`config.mk`:
```
export PLATFORM = sky130hd
export DESIGN_NAME = mux_n1_pipe
export DESIGN_NICKNAME = d
export VERILOG_FILES = /design/src/rtl/mux_pkg.sv /design/src/rtl/mux_sel_comb.sv /design/src/rtl/mux_n1_pipe.sv
export SDC_FILE = /design/constraint.sdc
export NUM_CORES = 1
export LEC_CHECK = 0
export BUFFER_PORTS_ARGS = -buffer_cell sky130_fd_sc_hd__buf_2
export CORE_MARGIN = 5
export CORE_UTILIZATION = 51
export DETAILED_ROUTE_END_ITERATION = 6
export HOLD_SLACK_MARGIN = 0.05
export PLACE_DENSITY = 0.87
export SLEW_MARGIN = 15
export SYNTH_ARGS = -nofsm -noshare
export SYNTH_HDL_FRONTEND = slang
export SYNTH_SLANG_ARGS = --single-unit
```
`constraint.sdc`:
```
create_clock -name clock -period 3 [get_ports clock]
set_input_delay 0.15 -clock clock [delete_from_list [all_inputs] [get_ports clock]]
set_output_delay 0.15 -clock clock [all_outputs]
set_load 0.05 [all_outputs]
```
`src/rtl/mux_pkg.sv`:
```
// Shared definitions for the registered N:1 multiplexer: FSM encodings and
// width helpers used for the beat registers and the selector width check.
package mux_pkg;

  typedef enum logic [1:0] {
    VAZIO = 2'b00,
    CHEIO = 2'b01,
    SKID  = 2'b10
  } estado_t;

  // Ceiling log2; returns 0 for values 0 and 1.
  function automatic int unsigned clog2(input int unsigned valor);
    int unsigned r;
    r = 0;
    for (int i = 0; i < 32; i++) begin
      if ((64'(1) << i) < 64'(valor)) r = 32'(i + 1);
    end
    return r;
  endfunction

  // A beat is the data word plus its error flag in the MSB.
  function automatic int unsigned beat_w(input int unsigned largura);
    return largura + 1;
  endfunction

endpackage

```
`src/rtl/mux_sel_comb.sv`:
```
// Combinational selector: picks entry seletor from the flat bus, or flags an
// out-of-range code with zero data.
module mux_sel_comb #(
  parameter int unsigned NUM_ENTRADAS = 6,
  parameter int unsigned LARGURA      = 32,
  parameter int unsigned SEL_W        = 3
) (
  input  logic [NUM_ENTRADAS*LARGURA-1:0] entradas,
  input  logic [SEL_W-1:0]                seletor,
  output logic [LARGURA-1:0]              dado_c,
  output logic                            erro_c
);

  always_comb begin
    dado_c = '0;
    erro_c = 1'b1;
    for (int i = 0; i < int'(NUM_ENTRADAS); i++) begin
      if (seletor == SEL_W'(i)) begin
        dado_c = entradas[i*LARGURA +: LARGURA];
        erro_c = 1'b0;
      end
    end
  end

endmodule

```
`src/rtl/mux_n1_pipe.sv`:
```
// Registered N:1 mux with valid/ready handshakes and a one-entry skid buffer.
// Optional saturating error counter enabled by MUX_CONTADOR_ERRO_EN.
module mux_n1_pipe
  import mux_pkg::*;
#(
  parameter int unsigned NUM_ENTRADAS = 6,
  parameter int unsigned LARGURA      = 32,
  parameter int unsigned SEL_W        = 3,
  parameter int unsigned CNT_W        = 16
) (
  input  logic                            clock,
  input  logic                            reset,
`ifdef MUX_CONTADOR_ERRO_EN
  input  logic                            limpa_contador,
  output logic [CNT_W-1:0]                contador_erro,
`endif
  input  logic [NUM_ENTRADAS*LARGURA-1:0] entradas,
  input  logic [SEL_W-1:0]                seletor,
  input  logic                            entrada_valida,
  output logic                            entrada_pronta,
  output logic [LARGURA-1:0]              saida,
  output logic                            saida_valida,
  input  logic                            saida_pronta,
  output logic                            saida_erro
);

  localparam int unsigned BEAT_W = beat_w(LARGURA);

  if (SEL_W < clog2(NUM_ENTRADAS) || NUM_ENTRADAS < 2 || NUM_ENTRADAS > 64 ||
      CNT_W < 1) begin : g_param_invalido
    $error("mux_n1_pipe: invalid NUM_ENTRADAS/SEL_W/CNT_W combination");
  end

  logic [LARGURA-1:0] sel_dado_c;
  logic               sel_erro_c;
  logic [BEAT_W-1:0]  beat_c;
  logic [BEAT_W-1:0]  principal;
  logic [BEAT_W-1:0]  skid;
  estado_t            estado;
  logic               aceita_c;
  logic               consome_c;

  mux_sel_comb #(
    .NUM_ENTRADAS(NUM_ENTRADAS),
    .LARGURA     (LARGURA),
    .SEL_W       (SEL_W)
  ) u_sel (
    .entradas(entradas),
    .seletor (seletor),
    .dado_c  (sel_dado_c),
    .erro_c  (sel_erro_c)
  );

  assign beat_c    = {sel_erro_c, sel_dado_c};
  assign aceita_c  = entrada_valida & entrada_pronta;
  assign consome_c = saida_valida & saida_pronta;

  // Handshake flags are flopped alongside the state so neither output
  // depends combinationally on the downstream ready.
  always_ff @(posedge clock or posedge reset) begin
    if (reset) begin
      estado         <= VAZIO;
      principal      <= '0;
      skid           <= '0;
      entrada_pronta <= 1'b1;
      saida_valida   <= 1'b0;
    end else begin
      case (estado)
        VAZIO: begin
          if (aceita_c) begin
            principal    <= beat_c;
            estado       <= CHEIO;
            saida_valida <= 1'b1;
          end
        end
        CHEIO: begin
          if (aceita_c && consome_c) begin
            principal <= beat_c;
          end else if (aceita_c) begin
            skid           <= beat_c;
            estado         <= SKID;
            entrada_pronta <= 1'b0;
          end else if (consome_c) begin
            estado       <= VAZIO;
            saida_valida <= 1'b0;
          end
        end
        SKID: begin
          if (consome_c) begin
            principal      <= skid;
            estado         <= CHEIO;
            entrada_pronta <= 1'b1;
          end
        end
        default: begin
          estado         <= VAZIO;
          entrada_pronta <= 1'b1;
          saida_valida   <= 1'b0;
        end
      endcase
    end
  end

  assign saida      = principal[LARGURA-1:0];
  assign saida_erro = principal[LARGURA];

`ifdef MUX_CONTADOR_ERRO_EN
  // Saturating count of accepted out-of-range beats; clear has priority.
  always_ff @(posedge clock or posedge reset) begin
    if (reset) begin
      contador_erro <= '0;
    end else if (limpa_contador) begin
      contador_erro <= '0;
    end else if (aceita_c && sel_erro_c && (contador_erro != '1)) begin
      contador_erro <= contador_erro + CNT_W'(1);
    end
  end
`endif

endmodule

```
==> results.md, run 1 <==
- Buffers on Ports: 233
- Setup bufs post-CTS: 0
- Clock transition at the registers of the reported paths: 0.08 ns
- Slew HR: 0.4201
- Syn_nets: 707
- Starting density of the core: 0.5203
- Crit. Startpoint: entrada_pronta
- Maximum number of pins on one net before global-route repair: 71
- Hold Buf Count CTS: 0
- CP max stage cell: dfstp_2
- GRT Util Overall: 0.2572
- Fmax: 479.5 MHz
- Share of layout cells above drive strength 1: 0.4162
- Vias per cell: 5.881
- WP data arrival: 2.34 ns
- Worst-Skew Late Latency: 0.34 ns
- Area delta synth->final: 27.20%
- Clock Skews: 0.01352 ns
- Int Pwr: 1649 µW
- Final Instance Count excl. Fillers: 827
- Top FF cell, synth: dfrtp_1
- Synthesized cell area: 4785 µm²
- Gate power share: 0.189
- Initial drt markers: 205
- Asr flop ratio synth: 1.000
- EDFF count, synth: 0
- Clock share of power: 0.384
- Number of global-route vias before repair: 4951
- H-tree depth: 3
- Ant. Diodes: 0
- Pre-CTS setup slack: 0.9316 ns
- Top cells by area, synth: dfrtp_1 (36%), mux2i_1 (13%), nand2_1 (7.9%), o211ai_2 (7.6%), o311ai_1 (5.7%)
- CTS tree: done
- Crit. End Element: register
- Overall Power: 2209 µW
- Pleak: 0.003189 µW
- Worst vdd ir: 221.4 µV
- Switch Pwr: 559.8 µW
- CTS resizes: 0
- Inserted Clock Buffers: 9
- Count of cell types in the netlist: 36
- Post-synthesis sequential area ratio: 0.3664
- First-pass GRT wire length: 23650 µm
- Fillcell total: 754
- Router iterations before antenna repair: 4
- Post-Route Setup TNS: 0 ns
- Synth area leader: dfrtp_1
- Dpl cells: 812
- Final setup vio count: 0
- GRT overflow: 0
- DR DRC count: 0
- Crit path launch type: register
- Root Buffer: clkbuf_8
- Vias: 4864
- Power density over the cells: 362.9 nW/µm²
- Final min period: 2.086 ns
- Detail Route Antenna Nets: 0
- Max Slew Vio Count: 0
- Worst min path class: input port to async pin
- Final Worst Setup Slack: 0.9143 ns
- Fin nets: 911
- Synth warn: 0
- Worst-path cell chain: nand3b_1 -> o211ai_4 -> nand2_4 -> o211ai_2
- Worst-Margin Slew: 0.8699 ns
- Final Hold Violating Endpoints: 0
- Setup CP Type: register to register
- Post-synth top area share: 0.3609
- Drt wl/cell: 18.15 µm
- Most numerous cell in the Yosys netlist: nand2_1
- Sequential Power Share: 0.427
- Sinks on the clock net: 70
- Avg Cell Area, Syn: 9.418 µm²
- Slowest Stage Delay on Critical Path: 0.58 ns
- Switching share of power: 0.2535
- Crit Path Max Fanout: 31
- Core area: 9196 µm²
- Critical R2R Launch: entrada_pronta
- Final wirelength: 15010 µm
- Max cap viols: 0
- Initial antenna violation count: 0
- Final critical-path share of the clock period: 0.6952
- WP data required: 3.25 ns
- Post-Syn Instances: 508
- Die Wd: 106.9 µm
- Post-DP HPWL: 11550 µm
- Boundary pin count: 234
- Row Count: 35
- Die height: 106.9 µm
- Die area: 11420 µm²
- Status: finished, final reports clean
- Seq cells post-synth: 70
- Core Util, Final: 0.6618
- RSZ-0062 raised after global routing: no
- Synth cell count leaders: nand2_1 (101), dfrtp_1 (69), mux2i_1 (64)
- Clock buffer depth: 2
- Routability congestion estimate: 0.8607
## per-layer routing
layer	wire length (µm)	track usage	share of wire
met1	5561	0.2961	0.37
met5	0	0	0
met4	490	0.1187	0.033
met3	1388	0.06141	0.092
met2	7568	0.4505	0.50
## per-stage QoR
stage	cell area, µm²	hold WS [ns]
final	6086	0.06793
after CTS	6086	0.09589
after detailed placement	5864	0.4651
after floorplan	4785	0.3454
after global routing	6086	0.1504
after global placement	5864	0.4458
## cell type report
| cell class | instances | area, µm² | share of cell area |
|---|---|---|---|
| clock inverters | 4 | 70.07 | 0.01151 |
| inverters | 1 | 3.754 | 0.0006168 |
| repair buffers | 245 | 1271 | 0.2089 |
| multi-input cells | 385 | 2698 | 0.4433 |
| clock buffers | 11 | 151.4 | 0.02488 |
| flip-flops and latches | 70 | 1753 | 0.2880 |
| well taps | 111 | 138.9 | 0.02282 |
## kinds of logic after synthesis
family	synth area share
compound gates	0.2861
buf+inv	0.07191
flops	0.3664
mux	0.1386
simple gates	0.1370
## cells in the final DEF (no fill, tap or decap), types with 2 or more instances in the layout
cell	n
mux2i_1	64
dfrtp_1	69
a21oi_1	3
a22oi_1	31
nand3b_1	2
bufinv_16	2
o21ai_1	34
o211ai_1	3
buf_4	12
clkinv_2	2
nand2_1	101
clkbuf_8	11
nand3_1	33
o21bai_1	31
nor2_1	6
buf_2	232
o21ai_0	2
o311ai_1	31
o211ai_2	29
## flip-flops by register name (all words and copies together) (netlist names)
| name | flops |
|---|---|
| saida_valida | 1 |
| principal | 33 |
| skid | 33 |
| entrada_pronta | 1 |
| estado | 2 |
## final timing paths
kind | endpoint | slack (ns) | cells past startpoint
max in group asynchronous | skid[0] | 2.37 | 3
worst min-delay path | principal[3] | 0.07 | 3
worst min register to register | principal[21] | 0.48 | 2
worst max-delay path | principal[1] | 0.91 | 4
worst max register to register | principal[1] | 0.91 | 4
min in group clock | estado[1] | 0.18 | 3
## worst max-delay path, delay by kind of cell, from the launching register on
family / cells / cell delay (ns)
simple gates: 2 / 0.58
compound gates: 2 / 0.81
flops: 1 / 0.58
## power groups by stage
stage / combinational (µW) / sequential, µW / clock (µW)
3_5_place_dp: 417 / 961 / 0
4_1_cts: 418 / 943 / 854
2_1_floorplan: 241 / 962 / 0
3_3_place_gp: 404 / 961 / 0
5_1_grt: 456 / 943 / 904
6_report: 416 / 943 / 849
Power figures use the tool's default switching activity.
==> inputs of run 2 (changes only) <==
--- a/config.mk
+++ b/config.mk
@@ -7,10 +7,10 @@
 export LEC_CHECK = 0
 export BUFFER_PORTS_ARGS = -buffer_cell sky130_fd_sc_hd__buf_2
 export CORE_MARGIN = 5
-export CORE_UTILIZATION = 51
+export CORE_UTILIZATION = 43
 export DETAILED_ROUTE_END_ITERATION = 6
 export HOLD_SLACK_MARGIN = 0.05
-export PLACE_DENSITY = 0.87
+export PLACE_DENSITY = 0.79
 export SLEW_MARGIN = 15
 export SYNTH_ARGS = -nofsm -noshare
 export SYNTH_HDL_FRONTEND = slang
==> constraint.sdc (replaced) <==
create_clock -name clock -period 1.9 [get_ports clock]
set_input_delay 0.095 -clock clock [delete_from_list [all_inputs] [get_ports clock]]
set_output_delay 0.095 -clock clock [all_outputs]
set_load 0.05 [all_outputs]
==> results.md, run 2 (synthesis gave the netlist of run 1 again) <==
- Status: finished, final reports clean
- Starting density of the core: 0.4394
- GRT Util Overall: 0.2271
- Critical R2R Launch: entrada_pronta
- Worst-Skew Late Latency: 0.35 ns
- Row Count: 38
- Root Buffer: clkbuf_8
- Worst min path class: input port to register
- GRT overflow: 0
- Worst-Margin Slew: 0.5653 ns
- Fmax: 569.9 MHz
- Pleak: 0.003280 µW
- Final setup vio count: 0
- Post-DP HPWL: 11740 µm
- Buffers on Ports: 233
- CTS tree: done
- Placed inst area: 6023 µm²
- Setup bufs post-CTS: 0
- Hold Startpoint: saida_pronta
- Fin nets: 925
- Final critical-path share of the clock period: 0.9235
- Hold path depth: 3
- Crit path launch type: register
- Final wirelength: 15360 µm
- Drt wl/cell: 17.63 µm
- Crit path max-delay family: flip-flops
- Vias: 4888
- Critical R2R Capture: principal[14]
- Power density over the cells: 599.3 nW/µm²
- Die Wd: 115.5 µm
- CP max stage cell: dfstp_2
- Vias per cell: 5.612
- Cell area after layout: 6304 µm²
- Slowest Stage Delay on Critical Path: 0.60 ns
- Clock buffer depth: 2
- Hold Buf Count CTS: 1
- Inserted Clock Buffers: 9
- Max cap viols: 0
- R2R setup slack: 0.15 ns
- Worst-path cell chain: nand4bb_1 -> o211ai_4 -> nand2_4 -> o211ai_1
- Clock Skews: 0.01093 ns
- Detail Route Antenna Nets: 0
- Share of layout cells above drive strength 1: 0.4268
- Post-Route Setup TNS: 0 ns
- WP data required: 2.16 ns
- Commonest non-fill, non-tap cell in the layout: buf_2
- First-pass GRT wire length: 24250 µm
- Setup CP Type: register to register
- Clock transition at the registers of the reported paths: 0.07 ns
- Final Hold Violating Endpoints: 0
- Hold path endpoint: estado[1]
- Slew HR: 0.6231
- WP data arrival: 2.01 ns
- Commonest non-fill, non-tap cells in the layout: buf_2 (232), nand2_1 (101), dfrtp_1 (69)
- Router iterations before antenna repair: 5
- Max Slew Vio Count: 0
- Routability congestion estimate: 0.8371
- DR DRC count: 0
- Number of global-route vias before repair: 5103
- H-tree depth: 3
- Crit. End Element: register
- Die area: 13340 µm²
- Boundary pin count: 234
- Ant. Diodes: 0
- Maximum number of pins on one net before global-route repair: 71
- FF-to-FF path depth: 4
- Sinks on the clock net: 70
- Initial drt markers: 241
- Largest registers: principal x33, skid x33, estado x2
- Area delta synth->final: 31.75%
- RSZ-0062 raised after global routing: no
- Worst vdd ir: 419.7 µV
- Crit Path Max Fanout: 31
- Initial antenna violation count: 0
- Die height: 115.5 µm
- CTS resizes: 0
- Final min period: 1.755 ns
- Core area: 10890 µm²
- WP buf/inv: 0
run 2: cell count changes in the layout (fill, tap and decap cells not counted), sizes merged:
cell	previous run	this run
clkbuf	11	10
dlygate4sd3	0	1
clkinvlp	0	1
bufinv	2	4
clkinv	2	1
buf	245	258
run 2: how the worst max path moves through the flow:
stage,cells past startpoint,endpoint,slack [ns],start
floorplan,1,estado[0],0.04,reset
global placement,4,principal[14],0.24,entrada_pronta
detailed placement,4,principal[14],0.17,entrada_pronta
CTS,4,principal[28],0.15,entrada_pronta
global route,4,principal[14],0.05,entrada_pronta
finish,4,principal[14],0.15,entrada_pronta
run 2: cell type report:
type	count	area (µm²)
Multi-Input combinational cell	385	2698
Inverter	1	3.754
Timing Repair Buffer	259	1404
Fill cell	946	4584
Sequential cell	70	1753
Clock buffer	10	137.6
Clock inverter	6	132.6
Tap cell	140	175.2
run 2: stage by stage:
step | setup slack (ns) | hold slack, ns | power, µW | util | instances
6_report | 0.1453 | 0.1239 | 3778 | 0.5789 | 871
5_1_grt | 0.04561 | 0.1281 | 3940 | 0.5789 | 871
4_1_cts | 0.1467 | 0.1105 | 3811 | 0.5789 | 871
3_5_place_dp | 0.1736 | 0.2105 | 2197 | 0.5532 | 854
3_3_place_gp | 0.2365 | 0.1960 | 2173 | 0.5532 | 854
2_1_floorplan | 0.03844 | 0.2904 | 1898 | - | 508
run 2: layer usage:
metal	wire, µm	share of wire	up-vias	global-route usage
met5	0	0	-	0
met4	340	0.022	0	0.08138
met3	1393	0.091	30	0.05117
met2	7905	0.51	218	0.4171
met1	5716	0.37	2308	0.2573
li1	-	-	2332	-
run 2: power breakdown:
group	internal, µW	switching [µW]	leakage, µW
Sequential	1490	0	0.000970
Clock	1040	573	0.000132
Combinational	334	344	0.00218
Total	2860	917	0.00328
run 2: worst min-delay path, stage by stage:
cell and delay [ns]:
buf_2 0.12, and2_1 0.13, o21ai_0 0.08
==> inputs of run 3 (changes only) <==
--- a/config.mk
+++ b/config.mk
@@ -10,7 +10,7 @@
 export CORE_UTILIZATION = 43
 export DETAILED_ROUTE_END_ITERATION = 6
 export HOLD_SLACK_MARGIN = 0.05
-export PLACE_DENSITY = 0.79
+export PLACE_DENSITY = 0.84
 export SLEW_MARGIN = 15
 export SYNTH_ARGS = -nofsm -noshare
 export SYNTH_HDL_FRONTEND = slang
==> results.md, run 3 (synthesis gave the netlist of run 1 again) <==
- Cell area after layout: 6230 µm²
- Area delta synth->final: 30.20%
- GRT Util Overall: 0.2136
- H-tree depth: 3
- WHS: 0.1125 ns
- Crit Path Max Fanout: 31
- Setup bufs post-CTS: 0
- Core area: 10890 µm²
- Final critical-path share of the clock period: 0.9082
- Routability congestion estimate: 0.8847
- WP data arrival: 1.97 ns
- Max cap viols: 0
- Die area: 13340 µm²
- Pre-CTS setup slack: 0.1683 ns
- Maximum number of pins on one net before global-route repair: 71
- Worst-Skew Late Latency: 0.33 ns
- Pleak: 0.003245 µW
- Ant. Diodes: 0
- Worst-path cell chain: nand3b_1 -> o211ai_4 -> nand2_4 -> o211ai_1
- Clock Skews: 0.005869 ns
- Crit path launch type: register
- First-pass GRT wire length: 22840 µm
- Final Hold Violating Endpoints: 0
- Inserted Clock Buffers: 9
- Worst min path class: input port to register
- Final wirelength: 14510 µm
- Largest registers: principal x33, skid x33, estado x2
- Buffers on Ports: 233
- Sinks on the clock net: 70
- Setup CP Type: register to register
- CTS resizes: 0
- Worst vdd ir: 283.0 µV
- Fmax: 579.5 MHz
- Status: finished, final reports clean
- RSZ-0062 raised after global routing: no
- Starting density of the core: 0.4394
- DR DRC count: 0
- Commonest non-fill, non-tap cell in the layout: buf_2
- Fin nets: 923
- Overall Power: 3351 µW
- Detail Route Antenna Nets: 0
- Boundary pin count: 234
- Power density over the cells: 538.0 nW/µm²
- CTS tree: done
- Final setup vio count: 0
- Share of layout cells above drive strength 1: 0.4252
- Final min period: 1.726 ns
- Fillcell total: 1001
- Final Worst Setup Slack: 0.1745 ns
- Clock buffer depth: 2
- Vias per cell: 5.451
- Vias: 4737
- Die height: 115.5 µm
- Crit. End Element: register
- Max Slew Vio Count: 0
- Router iterations before antenna repair: 4
- Row Count: 38
- Number of global-route vias before repair: 4749
- Placed inst area: 6021 µm²
- Initial antenna violation count: 0
- Commonest non-fill, non-tap cells in the layout: buf_2 (232), nand2_1 (101), dfrtp_1 (69)
- Crit. Startpoint: entrada_pronta
- CP max stage cell: dfstp_2
- Drt wl/cell: 16.70 µm
- Hold Buf Count CTS: 1
- Slowest Stage Delay on Critical Path: 0.59 ns
- GRT overflow: 0
- Clock transition at the registers of the reported paths: 0.07 ns
- Root Buffer: clkbuf_8
- Slew HR: 0.6083
- Initial drt markers: 205
- Post-DP HPWL: 11090 µm
- Die Wd: 115.5 µm
- Worst-Margin Slew: 0.5784 ns
- WP data required: 2.14 ns
- Hold Startpoint: saida_pronta
- Post-Route Setup TNS: 0 ns
- Critical R2R Launch: entrada_pronta
## run 3: per-stage QoR
step / std cells / util
floorplan: 508 / -
global placement: 852 / 0.5530
detailed placement: 852 / 0.5530
CTS: 869 / 0.5722
global route: 869 / 0.5722
finish: 869 / 0.5722
## run 3: layout make-up
class | instances | area [µm²] | share of cell area
well taps | 140 | 175.2 | 0.02812
clock buffers | 10 | 137.6 | 0.02209
repair buffers | 257 | 1401 | 0.2249
clock inverters | 6 | 61.31 | 0.009841
flip-flops and latches | 70 | 1753 | 0.2814
inverters | 1 | 3.754 | 0.0006025
multi-input cells | 385 | 2698 | 0.4330
## run 3: path summary, 6_finish.rpt
check                                  to  slack [ns]  cells past startpoint
max                         principal[14]        0.17                      4
min                             estado[1]        0.11                      3
max reg2reg                 principal[14]        0.17                      4
min reg2reg                 principal[19]        0.49                      2
max in group asynchronous  entrada_pronta        1.18                      4
min in group asynchronous    principal[1]        0.38                      4
## run 3: where the power goes
| part | switching (µW) | total (µW) | internal [µW] | leakage, µW |
|---|---|---|---|---|
| Sequential | 0 | 1490 | 1490 | 0.000970 |
| Clock | 557 | 1190 | 637 | 0.000102 |
| Combinational | 336 | 668 | 332 | 0.00217 |
## run 3: routing by layer
layer  global-route usage  up-vias  share of wire
met5                    0        -              0
met4              0.05399        0          0.013
met3              0.05483       18          0.090
met2               0.3835      180           0.50
met1               0.2552     2210           0.39
li1                     -     2329              -
## run 3: worst max-delay path, delay by kind of cell (launching register included)
kind	cells	cell delay [ns]
and+or+nand+nor	2	0.48
AOI/OAI and AO/OA	2	0.55
DFF	1	0.59
